$ cat src/rtl/sub_shift_rows_seq.sv
// Purpose : AES SubBytes + ShiftRows round stage, one output column per cycle via four shared S-boxes.
// Latency : block accepted at edge E0 is presented with out_valid=1 after edge E4; output and ready are state-decoded.
// Backpr. : result held stable in DONE until out_ready; in_ready=1 only in IDLE, or also in DONE tied to out_ready
//           when SUB_SHIFT_OVERLAP_EN is defined (output handshake and next capture share one edge).
// Ports   : clk, rst_n (async active-low); in_valid/in_ready/in_data[127:0] block input;
//           out_valid/out_ready/out_data[127:0] result, column c at [127-32c -: 32], row r at [127-32c-8r -: 8].
module sub_shift_rows_seq #(
  parameter int NK__KEY_LENGTH           = 8,
  parameter int NR__ROUNDS               = 14,
  parameter int NB__BLOCK_LENGTH_IN_TEXT = 4
) (
  input  logic         clk,
  input  logic         rst_n,
  input  logic         in_valid,
  output logic         in_ready,
  input  logic [127:0] in_data,
  output logic         out_valid,
  input  logic         out_ready,
  output logic [127:0] out_data
);

  localparam int BW = NK__KEY_LENGTH;            // byte width
  localparam int NB = NB__BLOCK_LENGTH_IN_TEXT;  // columns per state
  localparam int CW = 4 * BW;                    // column width (four rows)

  // Only the AES defaults are meaningful for this datapath.
  if (NK__KEY_LENGTH != 8 || NB__BLOCK_LENGTH_IN_TEXT != 4 || NR__ROUNDS < 1) begin : g_param_check
    $error("sub_shift_rows_seq supports only 8-bit bytes and 4 columns");
  end

  // FIPS-197 forward S-box, entry 0x00 in the most significant byte.
  localparam logic [2047:0] SBOX_TBL = {
    128'h637c777bf26b6fc53001672bfed7ab76,
    128'hca82c97dfa5947f0add4a2af9ca472c0,
    128'hb7fd9326363ff7cc34a5e5f171d83115,
    128'h04c723c31896059a071280e2eb27b275,
    128'h09832c1a1b6e5aa0523bd6b329e32f84,
    128'h53d100ed20fcb15b6acbbe394a4c58cf,
    128'hd0efaafb434d338545f9027f503c9fa8,
    128'h51a3408f929d38f5bcb6da2110fff3d2,
    128'hcd0c13ec5f974417c4a77e3d645d1973,
    128'h60814fdc222a908846eeb814de5e0bdb,
    128'he0323a0a4906245cc2d3ac629195e479,
    128'he7c8376d8dd54ea96c56f4ea657aae08,
    128'hba78252e1ca6b4c6e8dd741f4bbd8b8a,
    128'h703eb5664803f60e613557b986c11d9e,
    128'he1f8981169d98e949b1e87e9ce5528df,
    128'h8ca1890dbfe6426841992d0fb054bb16
  };

  function automatic logic [BW-1:0] sbox(input logic [BW-1:0] b);
    return SBOX_TBL[BW * (255 - int'(b)) +: BW];
  endfunction

  typedef enum logic [1:0] {
    IDLE = 2'd0,
    BUSY = 2'd1,
    DONE = 2'd2
  } state_t;

  state_t          state;
  state_t          state_nxt;
  logic [1:0]      col;
  logic [CW-1:0]   in_col  [NB];
  logic [CW-1:0]   res_col [NB];
  logic [1:0]      src_col [4];
  logic [BW-1:0]   sb_in   [4];
  logic [BW-1:0]   sb_out  [4];
  logic            capture;

  // ---------------------------------------------------------------- state register
  always_ff @(posedge clk or negedge rst_n) begin
    if (!rst_n) begin
      state <= IDLE;
    end else begin
      state <= state_nxt;
    end
  end

  // ---------------------------------------------------------------- next state
  always_comb begin
    state_nxt = state;
    case (state)
      IDLE: if (in_valid) state_nxt = BUSY;
      BUSY: if (col == 2'd3) state_nxt = DONE;
      DONE: begin
        if (out_ready) begin
`ifdef SUB_SHIFT_OVERLAP_EN
          state_nxt = in_valid ? BUSY : IDLE;
`else
          state_nxt = IDLE;
`endif
        end
      end
      default: state_nxt = IDLE;
    endcase
  end

  // ---------------------------------------------------------------- outputs
  // Both handshake outputs are pure state decodes; with overlap, DONE
  // forwards out_ready so a new block only enters when the old one leaves.
  always_comb begin
    in_ready  = 1'b0;
    out_valid = 1'b0;
    case (state)
      IDLE: in_ready = 1'b1;
      DONE: begin
        out_valid = 1'b1;
`ifdef SUB_SHIFT_OVERLAP_EN
        in_ready  = out_ready;
`endif
      end
      default: ;
    endcase
  end

  assign capture = in_valid && in_ready;

  // ---------------------------------------------------------------- S-box lanes
  // Lane r produces row r of output column col, taken from input column
  // (col + r) mod 4; the 2-bit add gives the wrap for free.
  always_comb begin
    for (int r = 0; r < 4; r++) begin
      src_col[r] = col + 2'(r);
      sb_in[r]   = in_col[src_col[r]][CW-1-BW*r -: BW];
    end
  end

  for (genvar r = 0; r < 4; r++) begin : g_sbox
    assign sb_out[r] = sbox(sb_in[r]);
  end

  // ---------------------------------------------------------------- datapath
  always_ff @(posedge clk or negedge rst_n) begin
    if (!rst_n) begin
      col <= 2'd0;
      for (int c = 0; c < NB; c++) begin
        in_col[c]  <= '0;
        res_col[c] <= '0;
      end
    end else if (capture) begin
      col <= 2'd0;
      for (int c = 0; c < NB; c++) begin
        in_col[c] <= in_data[(NB-1-c)*CW +: CW];
      end
    end else if (state == BUSY) begin
      res_col[col] <= {sb_out[0], sb_out[1], sb_out[2], sb_out[3]};
      col          <= col + 2'd1;
    end
  end

  // Result register is not cleared on handshake; it shows the last block.
  assign out_data = {res_col[0], res_col[1], res_col[2], res_col[3]};

endmodule

$ cat config.mk
export PLATFORM = sky130hd
export DESIGN_NAME = sub_shift_rows_seq
export DESIGN_NICKNAME = d
export VERILOG_FILES = /design/src/rtl/sub_shift_rows_seq.sv
export SDC_FILE = /design/constraint.sdc
export NUM_CORES = 1
export LEC_CHECK = 0
export CAP_MARGIN = 20
export CORE_ASPECT_RATIO = 0.75
export CORE_MARGIN = 8
export CORE_UTILIZATION = 29
export CTS_CLUSTER_SIZE = 10
export DETAILED_ROUTE_END_ITERATION = 8
export PLACE_DENSITY = 0.46
export SYNTH_ARGS = -nofsm -noshare
export SYNTH_HDL_FRONTEND = slang
export SYNTH_SLANG_ARGS = --single-unit
$ cat constraint.sdc
create_clock -name clk -period 12.6 [get_ports clk]
set_input_delay 1.89 -clock clk [delete_from_list [all_inputs] [get_ports clk]]
set_output_delay 1.89 -clock clk [all_outputs]
set_load 0.01 [all_outputs]
==> flow_summary.toml <==
[global_route]
grt_overflow_total = 0
grtUsageTotal = 0.260
grt_pass1_wl_um = 184000
grt_max_degree = 84
antenna_found_initial = 5
grt_pass1_vias = 25200

[synthesis]
synth_edf_count = 0
yosysWarnings = 0
synth_top_area_frac = 0.273
synth_cells = 2997
postSynth.asyncResetShare = 1.00
yosysTopAreaCell = "dfrtp_1"
synth-seq-cells = 260
synth_nets = 3189
syn_area_um2 = 23800
synth.avg_cell_area_um2 = 7.95
ys.flop_type = "dfrtp_1"
synth_top_cells_by_area = "dfrtp_1 (27%), mux2_2 (7.3%), o21ai_0 (5.5%), nand2_1 (5.3%), a21oi_1 (4.1%)"
yosysUniqueCellTypes = 97
seq_area_frac_synth = 0.273

[clocking]
numCtsBuffers = 34
htree_levels = 2
cts_hold_buf = 0
cts_setup_buffers = 0
clk_pin_slew_ps = 60
root_buffer = "clkbuf_16"
clk_latency_ps = 560
cts_resized = 0
cts.path.max_buffers = 3
clock-sinks = 260
cts_tree = "built"

[route]
drtAntennaViolNets = 0
drt-pass1-iter-count = 7
wirelength_um = 126000
vias = 26800
drt-wirelength-per-cell_um = 30.7
drt_iter0_markers = 4456
vias_per_cell = 6.52
drc = 0

[sta]
rsz0062_at_grt = "no"
skew_ps = 18.2
tns_ps = 0
slew_headroom = 0.194
period_share = 0.488
clock.fmax_ghz = 0.163
fin_crit_ps = 6150
maxSlewViolCount = 0
hold_viol = 0
tightestPinTransition_ps = 1210
setup_viol = 0

[final_layout]
mostFrequentLayoutCells = "nand2_1 (331), o21ai_0 (261), clkdlybuf4s50_1 (260)"
nets = 3212
final_common_cell = "nand2_1"
syn_to_final_growth_pct = 16.0
fillers = 8580
regArea_um2 = 6510
drive_gt1_frac = 0.112
multi_input_area_um2 = 15700

[floorplan]
fp.dieArea_um2 = 91700
initial_utilization = 0.291
ios = 262
dieWidth_um = 347
die_height_um = 264
core_um2 = 81800
placementRows = 91

[critical_path]
cp_data_arrival_time_ps = 6550
cp-end-kind = "flip-flop"
criticalPathCategory = "flip-flop to flip-flop"
critPathMaxFanout = 35
required_ps = 13000
start_kind = "flip-flop"

[run_status]
status = "finished clean"

[place]
port_buffers = 261
hpwl_um = 87100
place.gp.congestion = 0.960

[run]
drv_cap = 0

[hold_path]
hold_class = "flip-flop to flip-flop"
[critical path: stages (launching register included)]
cell and delay (ps):
dfrtp_4 570, inv_2 60, ha_2 1030, mux4_2 900, inv_1 370, ha_1 700, inv_1 360, nor2_1 130
nor3_1 270, o221ai_1 210, a32oi_1 260, a41oi_1 90, a31oi_1 760, o21ai_0 210
[sequential cells by signal, indices dropped and copies added, names as in the netlist]
register,cells
state,2
out_data,128
col,2
in_col,128
[final timing paths]
| check | start | to | slack [ps] | cells past startpoint |
|---|---|---|---|---|
| min in group asynchronous | rst_n | out_data[43] | 1270 | 1 |
| max reg2reg | col[0] | out_data[85] | 6450 | 13 |
| max in group asynchronous | rst_n | col[0] | 9950 | 2 |
| min | out_data[109] | out_data[109] | 480 | 2 |
| min reg2reg | out_data[109] | out_data[109] | 480 | 2 |
| max | col[0] | out_data[85] | 6450 | 13 |
[cell type report]
| cell class | instances | share of cell area |
|---|---|---|
| antenna | 2 | 0.000181 |
| clock inverter | 3 | 0.000770 |
| timing repair buffer | 309 | 0.108 |
| tap | 1069 | 0.0484 |
| sequential | 260 | 0.236 |
| clock buffer | 49 | 0.0366 |
| multi-input combinational | 2384 | 0.566 |
| inverter | 31 | 0.00435 |
[metrics by stage]
stage	util	hold slack (ps)	instances	area (um2)	setup WS, ps
2_1_floorplan	-	469	2997	23800	8150
3_3_place_gp	0.325	463	4053	26600	6580
3_5_place_dp	0.325	471	4053	26600	6550
4_1_cts	0.338	482	4105	27600	6540
5_1_grt	0.338	509	4105	27600	6170
6_report	0.338	478	4107	27600	6450
[cells in the mapped netlist (12+ instances only)]
cell type	number
o32ai_1	14
a311oi_1	44
nand3_1	114
mux2i_1	58
a311o_1	15
nand2_1	335
or3_1	13
o21ai_1	50
a21oi_1	196
mux4_2	25
inv_1	26
nor2b_1	30
a31oi_1	78
mux2_2	154
ha_1	60
a2111oi_0	18
a32oi_1	13
or2_2	12
o221ai_1	35
o2111ai_1	20
nand4_1	18
nand2b_1	66
dfrtp_1	260
o21ai_0	261
nor2_1	209
nor4_1	17
buf_1	14
nor3_1	91
o31ai_1	17
o211ai_1	53
a221oi_1	20
o22ai_1	31
and3_1	24
a211oi_1	59
clkbuf_1	150
buf_2	114
and2_1	30
o311ai_0	22
buf_4	26
buf_6	18
[cells by family after synthesis]
family                   Yosys count  synth area share
AO/OA/AOI/OAI                   1071             0.299
AND/OR/NAND/NOR                 1005             0.199
buffers and inverters            353            0.0714
flip-flops                       260             0.273
multiplexers                     240             0.123
adder cells (fa/ha/maj)           60            0.0315
XOR/XNOR                           8           0.00294
[per-layer routing]
metal,wire (um),global-route usage,up-vias
met5,41,0,-
met4,3890,0.0661,6
met3,16100,0.0809,307
met2,49500,0.357,1981
met1,56500,0.388,13200
li1,-,-,11300
Power is not shown: default switching activity piles up to over one toggle a cycle in this logic, so the estimate is an artifact.
